$ cat src/rtl/inst_loader.sv
// inst_loader: boot-time instruction loader.
// Receives a byte stream made of a 4-byte little-endian word count N followed by
// N little-endian 32-bit words. Each word is written to instruction memory at
// byte address 4*k. The module then reports done, or reports error when N does
// not fit in the memory.
module inst_loader #(
    parameter int ADDR_W = 15
) (
    input  logic              clk,
    input  logic              reset_n,
    input  logic              rx_valid,
    input  logic [7:0]        rx_data,
    output logic              we,
    output logic [ADDR_W-1:0] waddr,
    output logic [31:0]       wdata,
    output logic              busy,
    output logic              done,
    output logic              error
);

    // Word counter is one bit wider than a word index, so that N == CAP fits.
    localparam int          CNT_W = ADDR_W - 1;
    localparam logic [32:0] CAP   = 33'd1 << (ADDR_W - 2);

    typedef enum logic [1:0] {
        S_LEN,
        S_DATA,
        S_DONE,
        S_ERR
    } state_t;

    state_t             state;
    state_t             state_next;
    logic [1:0]         byte_cnt;    // position of the next byte within its 4-byte group
    logic [31:0]        header;      // shifts in header bytes, then holds N
    logic [23:0]        word_buf;    // first three bytes of the word being assembled
    logic [CNT_W-1:0]   word_cnt;    // words written so far (k)

    logic               byte_last;
    logic [31:0]        hdr_full;
    logic [31:0]        word_full;
    logic               last_word;

    // Byte-group decode: whole header or whole word as seen with the current byte
    always_comb begin
        byte_last = (byte_cnt == 2'd3);
        hdr_full  = {rx_data, header[31:8]};
        word_full = {rx_data, word_buf};
        last_word = ((word_cnt + CNT_W'(1)) == header[CNT_W-1:0]);
    end

    // Next-state logic: header classification, then count words down to DONE
    always_comb begin
        // NOTE: state_next gets a default before the case so that no path leaves it unassigned, which would infer a latch.
        state_next = state;
        case (state)
            S_LEN: begin
                if (rx_valid && byte_last) begin
                    if (hdr_full == 32'd0) begin
                        state_next = S_DONE;
                    end else if ({1'b0, hdr_full} > CAP) begin
                        state_next = S_ERR;
                    end else begin
                        state_next = S_DATA;
                    end
                end
            end
            S_DATA: begin
                if (rx_valid && byte_last && last_word) begin
                    state_next = S_DONE;
                end
            end
            default: begin
                state_next = state;   // DONE and ERR hold until reset
            end
        endcase
    end

    // State register
    always_ff @(posedge clk) begin
        if (!reset_n) begin
            state <= S_LEN;
        end else begin
            // NOTE: sequential state uses non-blocking assignments so every register samples pre-edge values.
            state <= state_next;
        end
    end

    // Datapath: header/word assembly and the registered memory write port
    always_ff @(posedge clk) begin
        // NOTE: every datapath register is cleared on reset; a partial header or word must never survive into the next image.
        if (!reset_n) begin
            byte_cnt <= 2'd0;
            header   <= 32'd0;
            word_buf <= 24'd0;
            word_cnt <= '0;
            we       <= 1'b0;
            waddr    <= '0;
            wdata    <= 32'd0;
        end else begin
            we <= 1'b0;
            case (state)
                S_LEN: begin
                    if (rx_valid) begin
                        header   <= hdr_full;
                        byte_cnt <= byte_cnt + 2'd1;
                    end
                end
                S_DATA: begin
                    if (rx_valid) begin
                        word_buf <= word_full[31:8];
                        byte_cnt <= byte_cnt + 2'd1;
                        if (byte_last) begin
                            we       <= 1'b1;
                            wdata    <= word_full;
                            waddr    <= {word_cnt[CNT_W-2:0], 2'b00};
                            word_cnt <= word_cnt + CNT_W'(1);
                        end
                    end
                end
                default: begin
                    we <= 1'b0;
                end
            endcase
        end
    end

    // Status flags follow directly from the state and header progress
    always_comb begin
        done  = (state == S_DONE);
        error = (state == S_ERR);
        busy  = (state == S_DATA) || ((state == S_LEN) && (byte_cnt != 2'd0));
    end

endmodule

$ cat config.mk
export PLATFORM = sky130hd
export DESIGN_NAME = inst_loader
export DESIGN_NICKNAME = d
export VERILOG_FILES = /design/src/rtl/inst_loader.sv
export SDC_FILE = /design/constraint.sdc
export NUM_CORES = 1
export LEC_CHECK = 0
export CORE_UTILIZATION = 60
export DETAILED_ROUTE_END_ITERATION = 6
export PLACE_DENSITY = 0.85
export SYNTH_ARGS = -nofsm -noshare
export SYNTH_HDL_FRONTEND = slang
export SYNTH_SLANG_ARGS = --single-unit
$ cat constraint.sdc
create_clock -name clk -period 4.3 [get_ports clk]
set_input_delay 0.86 -clock clk [delete_from_list [all_inputs] [get_ports clk]]
set_output_delay 0.86 -clock clk [all_outputs]
set_load 0.02 [all_outputs]
* Word level (Yosys, flattened, before mapping)
Index checks and enable logic that the tools add are counted.
Cells by class: add/sub/neg operators 2, magnitude comparators 1, equal/unequal tests 7, muxes and demuxes 6, reductions and logical operators 15
Operator list (number):
- $gt 32x14->1 const B | 1
- $logic_not 32->1 | 1
- $add 14x1->14 const B | 1
- $eq 14x14->1 | 1
- $reduce_and 3->1 | 3
- $mux 2 | 4
- $eq 2x2->1 const B | 3
- $reduce_and 2->1 | 3
- $ne 2x2->1 const B | 2
- $pmux 2 s2 | 1
- $reduce_bool 2->1 | 2
- $logic_and 1x1->1 | 3
- $add 2x1->2 const B | 1
- $eq 2x1->1 const B | 1
- $logic_not 2->1 | 1
- $reduce_or 2->1 | 1
- $logic_or 1x1->1 | 1
- $mux 1 | 1
Word-level totals: bits in registers 120, input port bits 11, output and inout port bits 51

* Longest topological paths before layout
Gate-level depths: netlist of run 1.
word-level depth 5, depth in mapped cells 8, mapped depth without buffers 7

* Worst setup path before layout of run 1
No wires, ideal clock.
path kind input-to-reg, start input rx_valid, end register state[0], library setup time 0.128 ns, arrival 2.113 ns, data required time 4.172 ns, setup slack 2.059 ns, cell stages on the path 6, path buffers 0, cell sequence nand4b_1 or4_4 nor4_2 o2111ai_1 nor4b_2 o21ai_0
Between the ends: word-level cells in the longest chain between the ends 4, elaborated cells on any way between the ends 5, those cells by class eq/ne: 2; reduce/logical: 3
RTL lines:
- start, declared | line 11 | input logic rx_valid,
- $logic_and 1x1->1 (*) | line 58, 69
- $logic_and 1x1->1 | line 69 | if (rx_valid && byte_last && last_word) begin
- $ne 2x2->1 (no line)
- $reduce_and 3->1 (no line) (*)
- end signal, assigned | line 85 | state <= state_next;
- end, declared | line 32 | state_t state;
Mark *: on every way between the ends. The rest lies on a longest branch, timed or not. A chain may end at the register's enable or synchronous reset.

* Final worst setup path of run 1
start register byte_cnt[0], end output busy
Between the ends: word-level cells in the longest chain between the ends 3
RTL lines:
- start, declared | line 34 | logic [1:0] byte_cnt;
- start signal, assigned | line 106 | byte_cnt <= byte_cnt + 2'd1;
- start signal, assigned | line 112 | byte_cnt <= byte_cnt + 2'd1;
- $reduce_bool 2->1 | line 132 | busy = (state == S_DATA) || ((state == S_LEN) && (byte_cnt != 2'd0));
- $logic_and 1x1->1 | line 132
- $logic_or 1x1->1 | line 132
- end, declared | line 16 | output logic busy,
Every way passes these cells.

==> out/summary.txt, run 1 <==
Status: finished, final reports clean
Final worst-path cycle share: 64.0%
Num CTS Buffers: 17
CP startpoint kind: flip-flop
Routed length per instance: 14.6 um
Required @ worst endpoint: 3.44 ns
Total of max-cap violations: 0
Fin cells: 782
Number of flops mapped to enable cells by yosys: 0
Worst-margin pin slew: 1.02 ns
IO buf count: 59
Final ANT Viol Nets: 0
Post-synth ARST share: 0%
Top_reg_cell synth: dfxtp_1
Diode count: 0
Worst Path Class, Setup: reg2out
FP Rows: 33
Gate power share: 3.7%
Post-CTS sizing: 0
Setup TNS: 0 ns
Synth cell count leaders: nand2_1, dfxtp_1, a21boi_0, clkbuf_1, xnor2_1
Starting Density: 62.4%
Post-Syn Instances: 630
Hold Path Class: reg2reg
Wire length of the first global-routing pass: 18.8 mm
Endpoints failing hold: 0
Clock root cell: clkbuf_8
Max FO, Critical Path: 2
Min Clock Period, post-route: 2.75 ns
Residual DRC: 0
Chip width: 94.9 um
P&R area growth vs syn: 21.6%
Vias/cell: 5.52
Final setup vio count: 0
Initial antenna violation count: 0
Tot Pwr: 2.57 mW
PwrDens: 408 nW/um2
Cell with the most instances after synthesis: nand2_1
Largest net degree at the start of global routing: 56
Yosys warns: 0
Maximum clock rate: 363 MHz
Sequential share of the synthesized area: 46.4%
Synth area leaders: dfxtp_1, nand2_1, a21boi_0, xnor2_1, clkbuf_1
Worst vdd ir: 0.263 mV
DRT Pass-1 Iters: 5
TritonCTS clock tree: built
Sw Share: 22.7%
Initial detailed-routing violation count: 194
WP data arrival: 1.89 ns
Remaining global-route overflow: 0
Num ports: 62
Top-area cell type share of the netlist area: 46.4%
Avg Inst Size Synth: 8.22 um2
RD Place Congestion: 0.928
Internal power: 1.99 mW
#FFs+latches synth: 120
Slew Limit Fails: 0
Clock net sink count: 120
Gr usage total: 27.4%
H-tree depth: 4
Skew-Pair Late Insertion Delay: 0.52 ns
Synth area leader: dfxtp_1
RSZ-0062 raised after global routing: false
P_leak: 2.16 nW
Post-layout util: 75.8%
Die area: 9000 um2
Die Height: 94.9 um
Setup Skew: 0.0177 ns
Synth Cell Area: 5180 um2
Slew HR: 31.9%
Net Sw Power: 584 uW
DP HPWL: 7.46 mm
Core ar.: 8300 um2
Clock Tree Buf Depth: 2
Clock Pin Slew Worst Setup and Hold Paths: 0.06 ns
Synth unique cells: 47
Share of layout cells above drive strength 1: 6.20%
Vias in the first global route: 3977
Hold Buf Count CTS: 0
Post-CTS setup repair buffer count: 0
NumNets Final: 679
Vias: 4317
Crit end category: output port
WL final: 11.4 mm
DP Cell Count: 751
Clk pwr share: 52.2%
Sequential share of power: 44.1%
## final cells by class
class	instances	area (um2)
inverters	4	15.0
clock inverters	14	149
clock buffers	17	414
well taps	105	131
flip-flops and latches	120	2400
multi-input cells	458	2560
repair buffers	64	623
fillers	588	2000
## through the flow
stage | setup slack [ns] | hold slack (ns) | area (um2)
after floorplan | 2.06 | 0.441 | 5180
after global placement | 1.25 | 0.451 | 5730
after detailed placement | 1.10 | 0.456 | 5730
after CTS | 1.54 | 0.465 | 6290
after global routing | 1.38 | 0.484 | 6290
final | 1.55 | 0.460 | 6290
## cell usage in the layout (no fill, tap or decap), types with 5 or more instances in the layout
cell / count
nor4_1: 7
dfxtp_1: 120
clkinvlp_4: 7
nor3_1: 7
and3_1: 5
nand3_1: 8
nor2_1: 9
clkdlybuf4s50_1: 58
xnor2_1: 19
buf_4: 5
nor2b_1: 10
nand2_1: 214
and2_1: 15
clkbuf_16: 16
xor2_1: 10
a21boi_0: 103
## cell families after synthesis
| logic type | Yosys count | share of synthesized area (%) |
|---|---|---|
| AND/OR/NAND/NOR | 299 | 25.9 |
| AO/OA/AOI/OAI | 124 | 17.6 |
| flip-flops | 120 | 46.4 |
| buffers and inverters | 53 | 4.23 |
| XOR/XNOR | 29 | 4.91 |
| adder cells (fa/ha/maj) | 3 | 0.725 |
| other | 1 | 0.0724 |
| multiplexers | 1 | 0.193 |
## worst paths after layout
kind,slack [ns],startpoint,cells past startpoint,endpoint
worst max-delay path,1.55,byte_cnt[0],4,busy
worst min-delay path,0.46,wdata[21],2,wdata[21]
worst max register to register,1.90,word_cnt[0],7,state[0]
worst min register to register,0.46,wdata[21],2,wdata[21]
## state kept, by name, indices dropped and copies added, names as in the netlist
name,cells
word_cnt,14
we,1
wdata,32
byte_cnt,2
word_buf,24
header,32
waddr,13
state,2
## power by group through the flow
stage	clock network, mW	registers (mW)	logic [mW]
detailed placement	0	1.16	0.0931
global placement	0	1.16	0.0907
global route	1.40	1.13	0.103
floorplan	0	1.15	0.0668
finish	1.34	1.13	0.0943
CTS	1.35	1.13	0.0941
## routing by layer
layer / vias to the layer above / GRT usage [%] / share of wire (%)
met1: 1998 / 34.6 / 45
met5: - / 0 / 0
met4: 0 / 10.6 / 1.5
met3: 16 / 6.12 / 5.5
met2: 147 / 45.3 / 48
li1: 2156 / - / -
## critical path: stages (launching register included)
cell and delay, ns:
dfxtp_1 0.34, inv_1 0.07, ha_1 0.20, a21oi_1 0.15, clkdlybuf4s50_1 0.62
No activity file was read; power rests on OpenSTA's default activity.
==> run 2, diff against run 1 <==
--- a/config.mk
+++ b/config.mk
@@ -5,9 +5,9 @@
 export SDC_FILE = /design/constraint.sdc
 export NUM_CORES = 1
 export LEC_CHECK = 0
-export CORE_UTILIZATION = 60
+export CORE_UTILIZATION = 50
 export DETAILED_ROUTE_END_ITERATION = 6
-export PLACE_DENSITY = 0.85
+export PLACE_DENSITY = 0.76
 export SYNTH_ARGS = -nofsm -noshare
 export SYNTH_HDL_FRONTEND = slang
 export SYNTH_SLANG_ARGS = --single-unit
==> constraint.sdc (replaced) <==
create_clock -name clk -period 2.5 [get_ports clk]
set_input_delay 0.5 -clock clk [delete_from_list [all_inputs] [get_ports clk]]
set_output_delay 0.5 -clock clk [all_outputs]
set_load 0.02 [all_outputs]
==> run 2 against run 1 <==
Die area grew 20%. Via count about the same. Largest power group unchanged. Sequential share of layout area down 0.58 points.
==> out/summary.txt, run 2 (same netlist as run 1, synthesis figures left out) <==
Num CTS Buffers: 17
FP Rows: 36
Share of layout cells above drive strength 1: 7.12%
RSZ-0062 raised after global routing: false
Hold Buf Count CTS: 0
Worst vdd ir: 0.392 mV
Setup Skew: 0.00690 ns
IO buf count: 59
NumNets Final: 690
P_leak: 2.22 nW
Regs by FF count: header (32), wdata (32), word_buf (24)
Gate power share: 3.9%
Max FO, Critical Path: 2
Slew Limit Fails: 0
H-tree depth: 4
Starting Density: 52.2%
Crit end category: output port
Final setup vio count: 0
Num ports: 62
Most frequent cells in the layout: nand2_1, dfxtp_1, a21boi_0
Skew-Pair Late Insertion Delay: 0.51 ns
PwrDens: 674 nW/um2
Initial detailed-routing violation count: 164
Clock net sink count: 120
Clock Tree Buf Depth: 2
WL met1: 5.37 mm
Core ar.: 9910 um2
TritonCTS clock tree: built
Sequential share of power: 45.3%
Final worst-path cycle share: 95.3%
Endpoints failing hold: 0
Largest net degree at the start of global routing: 90
Clock Pin Slew Worst Setup and Hold Paths: 0.06 ns
Vias/cell: 5.26
Min Clock Period, post-route: 2.38 ns
Worst Path Class, Setup: reg2out
Final ANT Viol Nets: 0
DP HPWL: 7.68 mm
Slew HR: 59.1%
Initial antenna violation count: 0
Post-CTS sizing: 0
Clock root cell: clkbuf_8
WP data arrival: 1.88 ns
Chip width: 104 um
Required @ worst endpoint: 2.00 ns
Maximum clock rate: 420 MHz
Vias in the first global route: 4083
Met2 routed WL: 5.37 mm
Total of max-cap violations: 0
Net Sw Power: 935 uW
Setup TNS: 0 ns
Wire length of the first global-routing pass: 19.2 mm
Die Height: 104 um
Most common cell after layout, fill and taps aside: nand2_1
Vias: 4318
Residual DRC: 0
Met3 wire len: 386 um
Gr usage total: 22.3%
WL final: 11.4 mm
CP startpoint kind: flip-flop
DRT Pass-1 Iters: 4
Top Metal Used: met4
Sw Share: 21.7%
Clk pwr share: 50.8%
Internal power: 3.37 mW
Die area: 10800 um2
Post-CTS setup repair buffer count: 0
Worst-margin pin slew: 0.613 ns
Routed length per instance: 13.9 um
Remaining global-route overflow: 0
Worst hold-check slack: 0.403 ns
P&R area growth vs syn: 23.5%
Status: finished, final reports clean
RD Place Congestion: 0.856
Hold Path Class: in2reg
Diode count: 0
## run 2: cell count changes in the layout (fill, tap and decap cells not counted), moves of 2 or more
cell	previous run	this run
inv_6	3	0
clkbuf_1	0	5
clkinvlp_4	7	3
clkbuf_8	1	3
buf_4	5	15
## run 2: per-stage QoR
stage               util [%]  power, mW  area, um2  setup WS [ns]  instances
floorplan                  -       2.10       5180          0.472        631
global placement        59.2       2.16       5860        0.00636        790
detailed placement      59.2       2.16       5860        -0.0721        790
CTS                     64.5       4.33       6390         0.0105        821
global route            64.5       4.44       6390         0.0389        821
finish                  64.5       4.31       6390          0.117        821
## run 2: routing by layer
layer,vias to the layer above,GRT usage [%]
met5,-,0
met3,26,5.03
met4,0,11.0
met1,2028,27.4
li1,2172,-
met2,92,36.9
## run 2: area by class of cell
| type | count | area [um2] |
|---|---|---|
| Multi-Input combinational cell | 458 | 2560 |
| Timing Repair Buffer | 75 | 718 |
| Fill cell | 838 | 3510 |
| Inverter | 4 | 15.0 |
| Clock inverter | 7 | 71.3 |
| Sequential cell | 120 | 2400 |
| Clock buffer | 24 | 460 |
| Tap cell | 133 | 166 |
## run 2: power by group through the flow
stage	clock (mW)	sequential [mW]	combinational, mW
global placement	0	1.99	0.166
CTS	2.21	1.95	0.170
finish	2.19	1.95	0.170
global route	2.30	1.95	0.186
detailed placement	0	1.99	0.170
floorplan	0	1.99	0.115
## run 2: worst max-delay path, stage by stage (launching register included)
cell and delay (ns):
dfxtp_1 0.34, inv_1 0.07, ha_1 0.20, a21oi_1 0.15
clkdlybuf4s50_1 0.62
## run 2: worst paths after layout
| path | start | slack, ns | cells after the start | end |
|---|---|---|---|---|
| worst min-delay path | reset_n | 0.40 | 2 | header[23] |
| worst max-delay path | byte_cnt[0] | 0.12 | 4 | busy |
| worst min register to register | waddr[10] | 0.46 | 2 | waddr[10] |
| worst max register to register | word_cnt[1] | 0.31 | 7 | state[0] |
